### config.mk
export PLATFORM = sky130hd
export DESIGN_NAME = uart_tx
export DESIGN_NICKNAME = d
export VERILOG_FILES = /design/src/rtl/uart_tx.sv
export SDC_FILE = /design/constraint.sdc
export NUM_CORES = 1
export LEC_CHECK = 0
export CORE_MARGIN = 10
export CORE_UTILIZATION = 30
export DETAILED_ROUTE_END_ITERATION = 8
export PLACE_DENSITY_LB_ADDON = 0.1
export SETUP_SLACK_MARGIN = 0.1
export SLEW_MARGIN = 25
export SYNTH_ARGS = -nofsm -noshare
export SYNTH_HDL_FRONTEND = slang
export SYNTH_SLANG_ARGS = --single-unit
### constraint.sdc
create_clock -name CLK -period 1.9 [get_ports CLK]
set_clock_uncertainty 0.1 [all_clocks]
set_input_delay 0.38 -clock CLK [delete_from_list [all_inputs] [get_ports CLK]]
set_output_delay 0.38 -clock CLK [all_outputs]
set_load 0.005 [all_outputs]
### src/rtl/uart_tx.sv
// UART transmit serializer: start bit, DATA_WIDTH data bits LSB-first, optional parity, stop bit(s).
// Optional macro UART_TX_TWO_STOP_EN adds the STOP2 input, which selects a two-cycle stop bit per frame.
module uart_tx #(
  parameter int DATA_WIDTH = 8,
  parameter int CNT_WIDTH  = 4
) (
  input  logic                  CLK,
  input  logic                  RST,
  input  logic [DATA_WIDTH-1:0] P_DATA,
  input  logic                  DATA_VALID,
  input  logic                  PAR_EN,
  input  logic                  PAR_TYP,
`ifdef UART_TX_TWO_STOP_EN
  input  logic                  STOP2,
`endif
  output logic                  TX_OUT,
  output logic                  BUSY
);

  typedef enum logic [2:0] {
    IDLE,
    START,
    DATA,
    PARITY,
    STOP
  } txState_t;

  localparam logic [CNT_WIDTH-1:0] LAST_BIT = CNT_WIDTH'(DATA_WIDTH - 1);

  txState_t              r_state;
  logic                  r_txOut;
  logic                  r_busy;
  logic [DATA_WIDTH-1:0] r_shift;
  logic [CNT_WIDTH-1:0]  r_count;
  logic                  r_parEn;
  logic                  r_parity;

  txState_t              w_nextState;
  logic                  w_nextTx;
  logic                  w_nextBusy;
  logic [DATA_WIDTH-1:0] w_nextShift;
  logic [CNT_WIDTH-1:0]  w_nextCount;
  logic                  w_nextParEn;
  logic                  w_nextParity;
  logic                  w_stopLast;
  logic                  w_accept;

`ifdef UART_TX_TWO_STOP_EN
  logic                  r_stop2;
  logic                  r_stopSecond;
  logic                  w_nextStop2;
  logic                  w_nextStopSecond;
`endif

  // State and the line itself are registered together so TX_OUT/BUSY come straight off flops.
  always_ff @(posedge CLK or negedge RST) begin
    if (!RST) begin
      r_state      <= IDLE;
      r_txOut      <= 1'b1;
      r_busy       <= 1'b0;
      r_shift      <= '0;
      r_count      <= '0;
      r_parEn      <= 1'b0;
      r_parity     <= 1'b0;
`ifdef UART_TX_TWO_STOP_EN
      r_stop2      <= 1'b0;
      r_stopSecond <= 1'b0;
`endif
    end else begin
      r_state      <= w_nextState;
      r_txOut      <= w_nextTx;
      r_busy       <= w_nextBusy;
      r_shift      <= w_nextShift;
      r_count      <= w_nextCount;
      r_parEn      <= w_nextParEn;
      r_parity     <= w_nextParity;
`ifdef UART_TX_TWO_STOP_EN
      r_stop2      <= w_nextStop2;
      r_stopSecond <= w_nextStopSecond;
`endif
    end
  end

  // Outputs are computed for the cycle being entered, i.e. what the line shows after the edge.
  always_comb begin
    w_nextState  = r_state;
    w_nextTx     = r_txOut;
    w_nextBusy   = r_busy;
    w_nextShift  = r_shift;
    w_nextCount  = r_count;
    w_nextParEn  = r_parEn;
    w_nextParity = r_parity;
    w_stopLast   = 1'b1;
`ifdef UART_TX_TWO_STOP_EN
    w_nextStop2      = r_stop2;
    w_nextStopSecond = r_stopSecond;
    w_stopLast       = !r_stop2 || r_stopSecond;
`endif
    w_accept = DATA_VALID && ((r_state == IDLE) || ((r_state == STOP) && w_stopLast));

    if (w_accept) begin
      w_nextState  = START;
      w_nextTx     = 1'b0;
      w_nextBusy   = 1'b1;
      w_nextShift  = P_DATA;
      w_nextCount  = '0;
      w_nextParEn  = PAR_EN;
      w_nextParity = (^P_DATA) ^ PAR_TYP;
`ifdef UART_TX_TWO_STOP_EN
      w_nextStop2      = STOP2;
      w_nextStopSecond = 1'b0;
`endif
    end else begin
      case (r_state)
        IDLE: begin
          w_nextTx   = 1'b1;
          w_nextBusy = 1'b0;
        end
        START: begin
          w_nextState = DATA;
          w_nextTx    = r_shift[0];
          w_nextShift = r_shift >> 1;
          w_nextCount = '0;
        end
        DATA: begin
          if (r_count == LAST_BIT) begin
            if (r_parEn) begin
              w_nextState = PARITY;
              w_nextTx    = r_parity;
            end else begin
              w_nextState = STOP;
              w_nextTx    = 1'b1;
            end
          end else begin
            w_nextCount = r_count + CNT_WIDTH'(1);
            w_nextTx    = r_shift[0];
            w_nextShift = r_shift >> 1;
          end
        end
        PARITY: begin
          w_nextState = STOP;
          w_nextTx    = 1'b1;
        end
        STOP: begin
          if (!w_stopLast) begin
`ifdef UART_TX_TWO_STOP_EN
            w_nextStopSecond = 1'b1;
`endif
            w_nextTx = 1'b1;
          end else begin
            w_nextState = IDLE;
            w_nextTx    = 1'b1;
            w_nextBusy  = 1'b0;
          end
        end
        default: begin
          w_nextState = IDLE;
          w_nextTx    = 1'b1;
          w_nextBusy  = 1'b0;
        end
      endcase
    end
  end

  assign TX_OUT = r_txOut;
  assign BUSY   = r_busy;

endmodule

==> impl_results.md <==
* Status: complete, no violations
* Crit. End Element: flop
* Worst hold-check path type: primary input to async pin
* Data required time of the worst path at 2.00 ns
* Arrival time worst endpoint at 1.84 ns
* Fin crit share at 91.7%
* Die area at 6450 µm²
* Chip width at 80.3 µm
* Simple logic cell fraction of the synthesized area at 16.0%
* Final Core Density at 39.5%
* CP max-delay cell: clkdlybuf4s50_1
* Gp weighted congestion at 0.708
* Hold Violations, Final at 0
* Final wirelength at 2120 µm
* Initial Utilization at 32.0%
* Worst setup path start: DATA_VALID
* FF/Latch Area at 477 µm²
* Final setup fails at 0
* Measured slew at the worst slew-check pin at 0.288 ns
* Total track usage at 7.31%
* Seq/Total Area, Yosys at 43.6%
* Layout cell share with drive strength beyond 1 at 31.2%
* Total leakage power at 0.591 nW
* DRT iter0 DRCs at 33
* DP HPWL at 1610 µm
* Layout area overhead at 23.6%
* First-pass GRT wire length at 3800 µm
* Yosys warning total at 0
* Finished Layout Cells at 155
* Port buffer count at 14
* CTS tree: yes
* Fin worst setup slack at 0.157 ns
* Overflow after GRT at 0
* Number of global-route vias before repair at 794
* Row count at 21
* Post-Syn Area at 1090 µm²
* XOR/XNOR Fraction of Synth Area at 9.28%
* RSZ-0062 raised after global routing: false
* WP buf/inv at 3
* Reg-to-Reg Start: r_state[1]
* Cells after DPL at 151
* R2R Setup Slk at 0.19 ns
* Antenna Diode Count at 0
* Register bit total from synthesis at 19
* Slew headroom at 80.8%
* Htree depth at 1
* Most frequent cell after synthesis: dfrtp_1
* Core footprint at 3420 µm²
* Cts hold-fix bufs at 0
* Crit path cell chain: clkdlybuf4s50_1 > inv_1 > nor3_4 > buf_12 > mux2_2 > mux2_4
* Worst-path clk slew at 0.11 ns
* Wire per inst at 13.7 µm
* Pwr Density at 1450 nW/µm²
* Tot Pwr at 0.00196 W
* Root buffer cell: clkbuf_4
* Gate count of the mapped netlist at 86
* Post-synth EDFFs at 0
* Reg2reg end: r_shift[0]
* CP max FO at 9
* Largest family of logic cells by synthesized area: multiplexers
* Synth cell count leaders: 18 x dfrtp_1, 9 x mux2_2, 7 x mux2_4
* Crit-path max cell delay at 0.48 ns
* DRC at 0
* Die H at 80.3 µm
* Synth unique cells at 30
* Worst Setup Start Kind: primary input
* Synth Area in Compound Gates at 7.22%
* Max Clk Rate at 574 MHz
* Drt first pass iters at 4
* Primary FF master, synth: dfrtp_1
* Pre-CTS setup slack at -0.174 ns
* Post-synth ARST share at 100%
* Post-synth top area share at 41.2%
* Syn Area/Cell at 12.7 µm²
* Filler Cell Count at 354
* R2r worst-path depth at 4
* Max clock buf depth at 2
* TritonCTS buffer count at 3
* Largest cells by area after synthesis: dfrtp_1 41%, mux2_4 9.6%, mux2_2 9.3%, xnor2_1 4.0%, xor2_1 3.2%
* Peak supply drop at 0.534 mV
* Slew Limit Fails at 0
* Crit Path Class: primary input to flop
* Mux contribution to synthesized area at 18.9%
* Fraction of the mapped netlist area in adder cells at 1.15%
* Initial antenna violation count at 0
* Min Hold Slack at 0.300 ns
* Synth area leader: dfrtp_1
* Final-stage net count at 124
* Largest net degree at the start of global routing at 20
* Via density per instance at 4.53
* Syn nets at 100
* Clock Latency Late Sink at 0.30 ns
* I/O pins at 15
* Fin crit period at 1.74 ns
* Maxcap violations at 0
* Multi-input gate area at 574 µm²
* Via count at 702
* Largest delay share family, worst path: buffers and inverters
* Antenna Nets Post-Route at 0
* Clock Sinks at 19
## sequential cells by signal, indices dropped and copies added, names as in the netlist
signal,flops
r_shift,8
r_count,4
r_state,3
BUSY,1
TX_OUT,1
r_parEn,1
r_parity,1
## through the flow
| stage | cell area, µm² | setup TNS, ns |
|---|---|---|
| final | 1350 | 0 |
| after global routing | 1350 | 0 |
| after CTS | 1350 | 0 |
| after detailed placement | 1330 | -1.24 |
| after global placement | 1330 | -1.14 |
| after floorplan | 1090 | 0 |
## cells in the final DEF, fill, tap and decap left out, drive strengths merged, types with 2 or more instances in the layout
master and n:
xnor2 5, xor2 4, o21ai 4, nand2 5
mux2 16, nand2b 4, nor2 6, buf 8
clkbuf 4, nand3 2, nor3 3, dfrtp 18
o211ai 2, clkdlybuf4s50 13
## what timing repair did
item,4_1_cts,5_1_grt
setup endpoints to repair,1,0
gates resized for setup,1,0
setup buffers,0,0
hold endpoints to repair,0,0
## worst max-delay path by stage
stage | endpoint | depth (start not counted)
finish | r_shift[0] | 6
global route | r_shift[0] | 6
CTS | r_shift[0] | 6
detailed placement | r_shift[0] | 6
global placement | r_shift[4] | 6
floorplan | r_shift[0] | 4
## worst register-to-register path: cells and delay by family (launching register included)
kind                   cells  cell delay (ns)
AND/OR/NAND/NOR            1             0.25
multiplexers               2             0.61
flip-flops                 1             0.50
buffers and inverters      1             0.15
## cell families (layout without fill, tap and decap cells)
logic type      Yosys count  in the layout
fa+ha+maj                 1              1
mux                      16             16
buf+inv                   4             27
simple gates             26             26
compound gates           10             10
xor+xnor                 10             10
flops                    19             19
## final cells by class
type,instances,area share [%]
well taps,46,4.26
inverters,1,0.278
flip-flops and latches,19,35.3
repair buffers,22,15.7
clock buffers,4,1.95
multi-input cells,63,42.5
## per-layer routing
layer | routed length (µm) | GRT usage (%)
met2 | 955 | 11.3
met1 | 1030 | 8.91
met3 | 123 | 3.56
met4 | 13 | 1.58
met5 | 0 | 0
## power breakdown
part,internal (W),switching [W],leakage (nW)
clock network,0.0000817,0.000131,0.0150
logic,0.000615,0.000410,0.337
registers,0.000588,0.000135,0.239
Note: power is estimated with default switching activity, not from simulation.
